**src/rtl/rl_pkg.sv**
```systemverilog
// Shared types and sizing for the Q-learning blocks: table geometry, Q-value type,
// LFSR feedback taps and the action-selector FSM encoding.
package rl_pkg;

  localparam int unsigned N_STATES  = 16;
  localparam int unsigned N_ACTIONS = 4;
  localparam int unsigned DATA_W    = 16;
  localparam int unsigned STATE_W   = $clog2(N_STATES);
  localparam int unsigned ACT_W     = $clog2(N_ACTIONS);
  localparam int unsigned ADDR_W    = 6;

  localparam logic [15:0] LFSR_TAPS = 16'hB400;

  typedef enum logic [1:0] {IDLE, SCAN, DECIDE} fsm_state_t;

  typedef logic signed [DATA_W-1:0] q_t;

endpackage

```
**src/rtl/rl_lfsr16.sv**
```systemverilog
// 16-bit Galois LFSR (right-shifting, taps from rl_pkg). Shared with the environment model.
module rl_lfsr16
  import rl_pkg::*;
#(
  parameter logic [15:0] SEED = 16'hACE1
) (
  input  logic        clk,
  input  logic        rst,
  input  logic        en,
  output logic [15:0] value
);

  logic [15:0] lfsr_q;

  always_ff @(posedge clk) begin
    if (rst) begin
      lfsr_q <= SEED;
    end else if (en) begin
      lfsr_q <= {1'b0, lfsr_q[15:1]} ^ (lfsr_q[0] ? LFSR_TAPS : 16'h0000);
    end
  end

  assign value = lfsr_q;

endmodule

```
**src/rtl/action_selector.sv**
```systemverilog
// Epsilon-greedy action picker: scans one state's Q-values from action_ram, tracks the
// signed arg-max, then either returns it or a pseudo-random action drawn from the LFSR.
module action_selector
  import rl_pkg::*;
#(
  parameter logic [7:0]  EPS_THRESH = 8'd26,
  parameter logic [15:0] LFSR_SEED  = 16'hACE1
) (
  input  logic               clk,
  input  logic               rst,
  input  logic               start,
  input  logic [STATE_W-1:0] state_in,
  input  logic               explore_en,
  output logic               ram_en,
  output logic [ADDR_W-1:0]  ram_rd_addr,
  input  logic [DATA_W-1:0]  ram_data,
  output logic               busy,
  output logic               done,
  output logic [ACT_W-1:0]   action_out,
  output logic [DATA_W-1:0]  q_max_out,
  output logic               explored
);

  localparam int unsigned CNT_W = ACT_W + 1;
  typedef logic [CNT_W-1:0] cnt_t;

  localparam cnt_t ONE_CNT   = cnt_t'(1);
  localparam cnt_t LAST_ADDR = cnt_t'(N_ACTIONS - 1);
  localparam cnt_t LAST_CNT  = cnt_t'(N_ACTIONS);

  fsm_state_t         fsm_q;
  logic [STATE_W-1:0] state_q;
  logic               explore_q;
  cnt_t               cnt_q;
  cnt_t               cnt_inc;
  logic [ACT_W-1:0]   cmp_idx_q;
  logic [ACT_W-1:0]   arg_q;
  q_t                 max_q;
  q_t                 ram_q;
  logic [15:0]        lfsr;
  logic               explore_hit;
  logic               unused_lfsr;

  rl_lfsr16 #(
    .SEED (LFSR_SEED)
  ) u_lfsr (
    .clk   (clk),
    .rst   (rst),
    .en    (1'b1),
    .value (lfsr)
  );

  assign unused_lfsr = ^lfsr;
  assign cnt_inc     = cnt_q + ONE_CNT;
  assign ram_q       = q_t'(ram_data);
  assign explore_hit = explore_q && (lfsr[7:0] < EPS_THRESH);

  // cnt_q counts SCAN cycles; from cnt_q==1 on, ram_data holds the entry addressed one
  // cycle earlier, whose index is carried in cmp_idx_q.
  always_ff @(posedge clk) begin
    if (rst) begin
      fsm_q       <= IDLE;
      state_q     <= '0;
      explore_q   <= 1'b0;
      cnt_q       <= '0;
      cmp_idx_q   <= '0;
      arg_q       <= '0;
      max_q       <= '0;
      ram_en      <= 1'b0;
      ram_rd_addr <= '0;
      busy        <= 1'b0;
      done        <= 1'b0;
      action_out  <= '0;
      q_max_out   <= '0;
      explored    <= 1'b0;
    end else begin
      done <= 1'b0;
      unique case (fsm_q)
        IDLE: begin
          if (start) begin
            state_q     <= state_in;
            explore_q   <= explore_en;
            cnt_q       <= '0;
            ram_en      <= 1'b1;
            ram_rd_addr <= {state_in, {ACT_W{1'b0}}};
            busy        <= 1'b1;
            fsm_q       <= SCAN;
          end
        end
        SCAN: begin
          cnt_q     <= cnt_inc;
          cmp_idx_q <= ram_rd_addr[ACT_W-1:0];
          // Entry 0 seeds the max; strict compare keeps ties on the lowest index.
          if (cnt_q != '0 && (cnt_q == ONE_CNT || ram_q > max_q)) begin
            max_q <= ram_q;
            arg_q <= cmp_idx_q;
          end
          if (cnt_q < LAST_ADDR) begin
            ram_rd_addr <= {state_q, cnt_inc[ACT_W-1:0]};
          end
          if (cnt_q == LAST_CNT) begin
            ram_en <= 1'b0;
            fsm_q  <= DECIDE;
          end
        end
        DECIDE: begin
          q_max_out <= max_q;
          if (explore_hit) begin
            action_out <= lfsr[ACT_W+7:8];
            explored   <= 1'b1;
          end else begin
            action_out <= arg_q;
            explored   <= 1'b0;
          end
          busy  <= 1'b0;
          done  <= 1'b1;
          fsm_q <= IDLE;
        end
        default: fsm_q <= IDLE;
      endcase
    end
  end

endmodule

```
**config.mk**
```make
export PLATFORM = sky130hd
export DESIGN_NAME = action_selector
export DESIGN_NICKNAME = d
export VERILOG_FILES = /design/src/rtl/rl_pkg.sv /design/src/rtl/rl_lfsr16.sv /design/src/rtl/action_selector.sv
export SDC_FILE = /design/constraint.sdc
export NUM_CORES = 1
export LEC_CHECK = 0
export BUFFER_PORTS_ARGS = -buffer_cell sky130_fd_sc_hd__clkbuf_2
export CAP_MARGIN = 25
export CORE_UTILIZATION = 51
export CTS_BUF_LIST = sky130_fd_sc_hd__clkbuf_16
export CTS_CLUSTER_SIZE = 8
export DETAILED_ROUTE_END_ITERATION = 8
export PLACE_DENSITY = 0.73
export SLEW_MARGIN = 20
export SYNTH_ARGS = -nofsm -noshare
export SYNTH_HDL_FRONTEND = slang
export SYNTH_SLANG_ARGS = --single-unit
```
**constraint.sdc**
```tcl
create_clock -name clk -period 5.9 [get_ports clk]
set_input_delay 0.295 -clock clk [delete_from_list [all_inputs] [get_ports clk]]
set_output_delay 0.295 -clock clk [all_outputs]
set_load 0.05 [all_outputs]
```
==> impl_metrics.csv, run 1 <==
group,metric,value,unit
drt,drc,0,
floorplanning,floorplan.initialDensity,53.7,%
drt,dr_total_vias,2486,
clock_network,insertion_delay,0.34,ns
synth,synth_area,3220,µm²
drt,drtIter0Drc,110,
clock_network,clk_pin_slew,0.06,ns
flow_run,maxCapViolCount,0,
worst_setup_path,worstPathArrival,2.97,ns
timing,hold_viol_final,0,
placement,port_buffers,51,
timing,tightest_slew,0.902,ns
finish,num_antenna_cells,0,
drt,wirelength,6000,µm
placement,gp_congestion,0.737,
power_and_ir_drop,p_per_area,310,nW/µm²
floorplanning,row_count,28,
timing,setup_violations,0,
synth,ys_seq_area_share,46.0,%
timing,max_freq,0.369,GHz
drt,via_per_inst,5.06,
global_route,grt_pass1_wl,9580,µm
timing,slew_headroom,39.9,%
hold_path,hp-class,"in2reg",
outcome,status,"completed",
synth,avgSynthCellArea,8.80,µm²
floorplanning,io_pins,52,
clock_network,cts_tree,"yes",
finish,nNetsFinal,454,
timing,min_period,2.71,ns
floorplanning,die_h,81.5,µm
clock_network,ctsHtreeMaxLevel,3,
finish,stdcell_count,491,
synth,yosys_warnings,0,
clock_network,holdBufCountCts,0,
global_route,grt_max_degree,93,
drt,wl_per_cell,12.2,µm
placement,dp.cells,475,
worst_setup_path,worstPathCellList,"inv_1, ha_1, nand4_1, or4_1, and4b_1, nor3_4, buf_8, mux2i_1",
timing,rsz0062_at_grt,"no",
floorplanning,dieWidth,81.5,µm
global_route,grt_overflow,0,
finish,layout-drive-gt1-share,18.5,%
finish,area_growth,18.2,%
synth,syn_nets,409,
timing,finClkSkew,0.00574,ns
worst_setup_path,crit_type,"reg2reg",
clock_network,cts_made_buffers,9,
clock_network,root_buffer,"clkbuf_16",
finish,final_common_cell,"dfxtp_1",
worst_setup_path,slowest_delay,0.53,ns
worst_setup_path,crit_buf_inv,2,
power_and_ir_drop,vdd_ir_drop_max,228,µV
clock_network,clockBufferDepth,2,
worst_setup_path,crit_fanout,11,
timing,setup_tns,0,ns
timing,fin_crit_sh,45.9,%
global_route,antenna_found_initial,0,
synth,synth-seq-cells,74,
floorplanning,core_area,5990,µm²
floorplanning,die-area,6630,µm²
clock_network,cts_post_setup_buffers_inserted,0,
finish,most-common-layout-cells,"dfxtp_1 (74), nand2_1 (51), clkbuf_2 (51)",
placement,place_ws,3.19,ns
global_route,grtUsageTotal,19.3,%
worst_setup_path,cpLargestDelayFamily,"simple AND/OR/NAND/NOR gates",
timing,setup_ws,3.19,ns
worst_setup_path,cp.required,6.16,ns
worst_setup_path,cpMaxStageDelayCell,"or4_1",
synth,synth_cell_type_count,31,
global_route,first_global_vias,2183,
synth,syn-instance-count,366,
worst_setup_path,end_kind,"flop",
power_and_ir_drop,leakage,1.65,nW
drt,dr.pass1.iters,4,
clock_network,cts_resized,0,
drt,ant_nets,0,
clock_network,cts.sinks,74,
timing,final_max_slew_viol_count,0,
worst_setup_path,start_kind,"flop",
placement,dpl.hpwl,3960,µm
final timing paths:
path / cells after the start / slack, ns / start / to
setup / recovery: 8 / 3.19 / max_q[7] / max_q[9]
hold / removal: 3 / 0.22 / state_in[1] / state_q[1]
setup reg to reg: 8 / 3.19 / max_q[7] / max_q[9]
hold reg to reg: 1 / 0.41 / u_lfsr.value[12] / u_lfsr.value[11]
synth_stat cells, drive strengths merged:
cell type  instances  area [µm²]
buf                4        38.8
nand3              4        20.0
o221ai             1        8.76
a211oi             2        15.0
a221oi             1        8.76
nor2              24        90.1
o211ai             1        7.51
nand2b            41         257
clkbuf            16        60.1
dfxtp             74        1480
nor4b              1        8.76
ha                19         238
xnor2              3        26.3
and4b              1        10.0
nand2             51         191
nor2b             11        68.8
or4                1        7.51
nor3               3        20.0
o21bai             1        7.51
o21ai              4        20.0
mux2i             25         250
a31oi              1        6.26
or2                6        37.5
a21oi             45         225
nand4              4        25.0
inv               20        75.1
nor4               1        6.26
and4               1        8.76
area by class of cell:
type	instances	area (µm²)
clock buffer	9	225
clock inverter	7	75.1
fill	534	2180
inverter	20	75.1
multi-input combinational	252	1570
sequential	74	1480
tap	75	93.8
timing repair buffer	54	285
where the power goes:
group          leakage (nW)  internal (mW)  switching (mW)  total, mW
clock                 0.138          0.329           0.215      0.544
sequential            0.603          0.518          0.0109      0.529
combinational         0.905         0.0422          0.0626      0.105
through the flow:
stage	cell area, µm²	util (%)	total power [mW]	hold slack, ns
floorplan	3220	-	0.618	0.389
global placement	3490	58.3	0.641	0.391
detailed placement	3510	58.5	0.644	0.399
CTS	3810	63.5	1.19	0.208
global route	3810	63.5	1.22	0.217
finish	3810	63.5	1.18	0.215
cells by family (layout without fill, tap and decap cells):
group / count (synthesis) / after routing / share of synthesized area (%)
fa+ha+maj: 19 / 19 / 7.38
xor+xnor: 3 / 3 / 0.816
mux: 25 / 25 / 7.77
flops: 74 / 74 / 46.0
simple gates: 149 / 149 / 23.3
compound gates: 56 / 56 / 9.29
buf+inv: 40 / 90 / 5.40
worst register-to-register path, delay by kind of cell (launching register included):
family / cells / cell delay [ns]
and+or+nand+nor: 4 / 1.46
DFF: 1 / 0.36
muxes: 1 / 0.20
buffers and inverters: 2 / 0.30
adders and majority gates: 1 / 0.31
metal layers:
metal | vias up | GRT usage, % | part of all wire [%]
li1 | 1293 | - | -
met1 | 1132 | 22.2 | 47
met2 | 50 | 32.2 | 47
met3 | 11 | 6.89 | 5.0
met4 | 0 | 8.04 | 1.6
met5 | - | 0 | 0
sequential cells by signal, indices dropped and copies added, names as in the netlist, 3 cells and up:
name          cells
max_q            16
q_max_out        16
u_lfsr.value     16
ram_rd_addr       6
state_q           4
cnt_q             3
(Power assumes the default switching activity.)
==> run 2: changes to the inputs <==
--- a/config.mk
+++ b/config.mk
@@ -7,11 +7,11 @@
 export LEC_CHECK = 0
 export BUFFER_PORTS_ARGS = -buffer_cell sky130_fd_sc_hd__clkbuf_2
 export CAP_MARGIN = 25
-export CORE_UTILIZATION = 51
+export CORE_UTILIZATION = 50
 export CTS_BUF_LIST = sky130_fd_sc_hd__clkbuf_16
 export CTS_CLUSTER_SIZE = 8
 export DETAILED_ROUTE_END_ITERATION = 8
-export PLACE_DENSITY = 0.73
+export PLACE_DENSITY = 0.75
 export SLEW_MARGIN = 20
 export SYNTH_ARGS = -nofsm -noshare
 export SYNTH_HDL_FRONTEND = slang
==> constraint.sdc (replaced) <==
create_clock -name clk -period 2.3 [get_ports clk]
set_input_delay 0.115 -clock clk [delete_from_list [all_inputs] [get_ports clk]]
set_output_delay 0.115 -clock clk [all_outputs]
set_load 0.05 [all_outputs]
==> run 2 against run 1 <==
Cell area increased by 7.1%. Clock skew about the same. Die area increased by 1.9%. Count of clock-buffer cells in the layout stayed put. Register-to-register slack worse by 3.2 ns. Wire length increased by 11%. Critical endpoint unchanged.
==> impl_metrics.csv, run 2 (synthesis results as in run 1) <==
group,metric,value,unit
power_and_ir_drop,leakage,1.77,nW
clock_network,clk_pin_slew,0.07,ns
global_route,grt_pass1_wl,9890,µm
worst_setup_path,r2r_start,"max_q[4]",
timing,rsz0062_at_grt,"yes",
clock_network,cts_made_buffers,9,
placement,dpl.hpwl,4270,µm
timing,max_freq,0.436,GHz
finish,multi_input_area,1690,µm²
floorplanning,io_pins,52,
worst_setup_path,cpLargestDelayFamily,"simple AND/OR/NAND/NOR gates",
timing,slew_headroom,44.6,%
hold_path,hp-start,"explore_en",
global_route,antenna_found_initial,0,
finish,final_common_cell,"dfxtp_1",
drt,dr_total_vias,2565,
placement,gp_congestion,0.766,
floorplanning,floorplan.initialDensity,53.1,%
hold_path,whs_endpoint,"explore_q",
finish,fillers,509,
timing,setup_ws,0.00393,ns
placement,place_ws,-0.00471,ns
worst_setup_path,end_kind,"flop",
worst_setup_path,slowest_delay,0.48,ns
hold_path,hp-class,"in2reg",
clock_network,cts.sinks,74,
drt,drc,0,
finish,area_growth,26.6,%
power_and_ir_drop,p_per_area,744,nW/µm²
finish,layout-drive-gt1-share,28.4,%
floorplanning,row_count,28,
global_route,grt_overflow,0,
timing,finClkSkew,0.00585,ns
floorplanning,die-area,6760,µm²
flow_run,maxCapViolCount,0,
worst_setup_path,r2r_end,"max_q[9]",
floorplanning,dieWidth,82.2,µm
hold_path,whs_path_depth,3,
finish,nNetsFinal,471,
timing,tightest_slew,0.831,ns
worst_setup_path,worstRegToRegCells,9,
global_route,grt_max_degree,51,
finish,num_antenna_cells,0,
timing,fin_crit_sh,99.8,%
global_route,first_global_vias,2290,
clock_network,insertion_delay,0.33,ns
worst_setup_path,rrSetupSlack,0.004,ns
placement,port_buffers,51,
worst_setup_path,crit_buf_inv,2,
drt,ant_nets,0,
floorplanning,core_area,6060,µm²
floorplanning,die_h,82.2,µm
worst_setup_path,cp.required,2.54,ns
worst_setup_path,worstPathCellList,"inv_1, ha_1, nand4_1, or4_4, nand3_4, o21ai_2, nor3_4, buf_6, mux2i_1",
drt,drtIter0Drc,74,
clock_network,ctsHtreeMaxLevel,3,
finish,fin_area,4080,µm²
finish,regArea,1500,µm²
timing,final_max_slew_viol_count,0,
worst_setup_path,crit_fanout,8,
drt,wl_per_cell,13.1,µm
worst_setup_path,crit_type,"reg2reg",
timing,hold_viol_final,0,
worst_setup_path,cpMaxStageDelayCell,"or4_4",
worst_setup_path,worstPathArrival,2.54,ns
drt,via_per_inst,5.05,
timing,setup_tns,0,ns
clock_network,holdBufCountCts,0,
drt,wirelength,6650,µm
power_and_ir_drop,power,3.03,mW
worst_setup_path,start_kind,"flop",
timing,setup_violations,0,
clock_network,root_buffer,"clkbuf_16",
global_route,grtUsageTotal,19.4,%
clock_network,clockBufferDepth,2,
timing,min_period,2.30,ns
outcome,status,"completed",
drt,dr.pass1.iters,4,
power_and_ir_drop,vdd_ir_drop_max,647,µV
clock_network,cts_tree,"yes",
timing,holdWs,0.0271,ns
placement,place_area,3590,µm²
finish,most-common-layout-cells,"dfxtp_1 (61), nand2_1 (51), clkbuf_2 (51)",
-- run 2: changes by cell type in the layout (fill, tap and decap cells not counted), sizes merged --
cell,change
bufinv,-1
inv,+4
buf,+17
clkinvlp,-3
-- run 2: area by class of cell --
class | instances | share of cell area, %
timing repair buffer | 71 | 10.4
multi-input combinational | 252 | 41.5
sequential | 74 | 36.7
clock inverter | 7 | 1.69
inverter | 20 | 1.84
tap | 75 | 2.30
clock buffer | 9 | 5.52
-- run 2: metrics by stage --
step                util, %  instances
floorplan                 -        366
global placement       59.3        486
detailed placement     59.3        486
CTS                    64.1        502
global route           67.3        508
finish                 67.3        508
-- run 2: power breakdown --
group	switching (mW)	internal (mW)
Clock	0.594	0.766
Combinational	0.178	0.137
Sequential	0.0286	1.33
-- run 2: worst register-to-register path, delay by kind of cell, from the launching register on --
family                     cells  cell delay, ns
adders and majority gates      1            0.27
buffers and inverters          2            0.26
and+or+nand+nor                4            1.02
muxes                          1            0.23
DFF                            1            0.37
AOI/OAI and AO/OA              1            0.07
-- run 2: repair_timing --
action                                  CTS  global route
gates resized for setup                   0            35
endpoints found under the setup margin   11            18
pin swaps                                 0             8
gates cloned                              0             1
buffers inserted                          0             5
-- run 2: worst max path at each step --
stage | depth (start not counted) | startpoint | end
3_3_place_gp | 8 | max_q[14] | arg_q[1]
6_report | 9 | max_q[4] | max_q[9]
2_1_floorplan | 9 | max_q[15] | arg_q[0]
5_1_grt | 8 | max_q[11] | max_q[11]
4_1_cts | 9 | max_q[14] | max_q[10]
3_5_place_dp | 8 | max_q[7] | max_q[10]
-- run 2: routing by layer --
layer,vias up,global-route usage (%),share of wire (%)
met5,-,0,0
met4,0,5.26,1.5
met3,8,6.81,5.1
met2,60,33.5,48
met1,1170,22.6,45
li1,1327,-,-
==> run 3: changes to the inputs <==
--- a/config.mk
+++ b/config.mk
@@ -7,11 +7,13 @@
 export LEC_CHECK = 0
 export BUFFER_PORTS_ARGS = -buffer_cell sky130_fd_sc_hd__clkbuf_2
 export CAP_MARGIN = 25
-export CORE_UTILIZATION = 50
+export CELL_PAD_IN_SITES_DETAIL_PLACEMENT = 1
+export CELL_PAD_IN_SITES_GLOBAL_PLACEMENT = 1
+export CORE_UTILIZATION = 38
 export CTS_BUF_LIST = sky130_fd_sc_hd__clkbuf_16
 export CTS_CLUSTER_SIZE = 8
 export DETAILED_ROUTE_END_ITERATION = 8
-export PLACE_DENSITY = 0.75
+export PLACE_DENSITY_LB_ADDON = 0.1
 export SLEW_MARGIN = 20
 export SYNTH_ARGS = -nofsm -noshare
 export SYNTH_HDL_FRONTEND = slang
==> run 3 against run 2 <==
The run now ends with setup timing left. Critical path depth is 1 lower. Global-route usage is 0.89 points lower. Cell area is 4.3% higher. Sequential power hardly changed. Critical endpoint is now max_q[6]. Largest cell class unchanged.
==> impl_metrics.csv, run 3 (synthesis results as in run 1) <==
group,metric,value,unit
finish,num_antenna_cells,0,
worst_setup_path,cp.required,2.55,ns
outcome,status,"finished with violations",
power_and_ir_drop,power,3.15,mW
floorplanning,io_pins,52,
power_and_ir_drop,combPwrFrac,10.8,%
global_route,grt_overflow,0,
worst_setup_path,crit_buf_inv,2,
power_and_ir_drop,p_per_area,742,nW/µm²
timing,slew_headroom,49.6,%
worst_setup_path,crit_fanout,6,
placement,port_buffers,51,
clock_network,root_buffer,"clkbuf_16",
placement,dpl.hpwl,5000,µm
timing,setup_tns,-0.0421,ns
worst_setup_path,end_kind,"flop",
timing,setup_ws,-0.0285,ns
worst_setup_path,worstPathArrival,2.58,ns
global_route,grtUsageTotal,18.5,%
global_route,first_global_vias,2654,
clock_network,cts_tree,"yes",
timing,rsz0062_at_grt,"yes",
floorplanning,row_count,33,
clock_network,cts_made_buffers,9,
finish,nNetsFinal,482,
worst_setup_path,slowest_delay,0.54,ns
finish,layout-drive-gt1-share,31.5,%
clock_network,insertion_delay,0.34,ns
finish,utilization,51.7,%
timing,tightest_slew,0.756,ns
power_and_ir_drop,p_seq_share,43.0,%
worst_setup_path,worstPathCellList,"inv_2, ha_4, nand4_1, or4_4, and4b_1, nor3_4, buf_6, mux2i_1",
global_route,antenna_found_initial,0,
outcome,violations,"setup timing",
floorplanning,floorplan.initialDensity,39.2,%
floorplanning,core_area,8220,µm²
clock_network,clk_pin_slew,0.06,ns
timing,fin_crit_sh,101,%
power_and_ir_drop,internal_power,2.34,mW
hold_path,hp-class,"in2reg",
finish,most-common-layout-cells,"dfxtp_1 (60), nand2_1 (51), clkbuf_2 (51)",
power_and_ir_drop,p_switching,0.813,mW
floorplanning,dieWidth,94.0,µm
flow_run,maxCapViolCount,0,
placement,place_ws,-0.0309,ns
drt,dr.pass1.iters,4,
timing,min_period,2.33,ns
worst_setup_path,crit_type,"reg2reg",
global_route,grt_pass1_wl,12400,µm
timing,holdWs,0.0281,ns
drt,dr_total_vias,2674,
power_and_ir_drop,switching_share,25.8,%
drt,wl_per_cell,14.2,µm
drt,ant_nets,0,
finish,final_common_cell,"dfxtp_1",
clock_network,clockBufferDepth,2,
worst_setup_path,cpMaxStageDelayCell,"or4_4",
timing,finClkSkew,0.00879,ns
drt,drtIter0Drc,46,
timing,hold_viol_final,0,
power_and_ir_drop,leakage,1.83,nW
worst_setup_path,cpLargestDelayFamily,"simple AND/OR/NAND/NOR gates",
clock_network,cts.sinks,74,
power_and_ir_drop,vdd_ir_drop_max,441,µV
drt,via_per_inst,4.87,
global_route,grt_max_degree,51,
drt,wirelength,7780,µm
timing,setup_violations,2,
worst_setup_path,start_kind,"flop",
floorplanning,die-area,8840,µm²
finish,area_growth,32.1,%
placement,gp_congestion,0.801,
drt,drc,0,
timing,max_freq,0.429,GHz
power_and_ir_drop,clockPowerShare,46.3,%
clock_network,ctsHtreeMaxLevel,3,
floorplanning,die_h,94.0,µm
timing,final_max_slew_viol_count,0,
run 3: cell count changes in the layout (fill, tap and decap cells not counted), sizes merged:
cell,change
inv,-3
bufinv,+1
buf,+11
clkinvlp,+2
run 3: layout make-up:
class	instances	area [µm²]
timing repair buffer	82	515
clock inverter	7	85.1
sequential	74	1500
tap	105	131
clock buffer	9	225
fill	966	3970
multi-input combinational	252	1720
inverter	20	75.1
run 3: timing repair:
item / in CTS / in global routing
gates cloned: 0 / 0
pin swaps: 6 / 9
buffers inserted: 5 / 7
resized for setup: 26 / 14
hold buffers: 0 / 0
endpoints found under the setup margin: 18 / 18
run 3: per-layer routing:
layer  global-route usage, %  vias to the layer above  routed length [µm]
li1                        -                     1345                   -
met1                    21.6                     1280                3530
met2                    31.8                       40                3900
met3                    3.72                        9                 193
met4                    9.62                        0                 148
met5                       0                        -                   0
run 3: worst min-delay path: cells and delay by family:
family | cells | cell delay [ns]
buffers and inverters | 1 | 0.09
multiplexers | 1 | 0.06
AND/OR/NAND/NOR | 1 | 0.06
run 3: stage by stage:
step                cells  area [µm²]
finish                549        4250
global route          549        4250
CTS                   542        4130
detailed placement    521        3670
global placement      521        3670
floorplan             366        3220
run 3: power by group through the flow:
| stage | clock network, mW | registers (mW) | logic [mW] |
|---|---|---|---|
| floorplan | 0 | 1.41 | 0.170 |
| CTS | 1.51 | 1.35 | 0.327 |
| detailed placement | 0 | 1.38 | 0.305 |
| finish | 1.46 | 1.35 | 0.340 |
| global placement | 0 | 1.38 | 0.297 |
| global route | 1.56 | 1.36 | 0.377 |
run 3: final timing paths:
kind / from / end / slack [ns] / cells after the start
worst max-delay path: max_q[13] / max_q[6] / -0.03 / 8
worst min-delay path: ram_data[10] / max_q[10] / 0.03 / 3
worst max register to register: max_q[13] / max_q[6] / -0.03 / 8
worst min register to register: u_lfsr.value[12] / u_lfsr.value[11] / 0.41 / 1
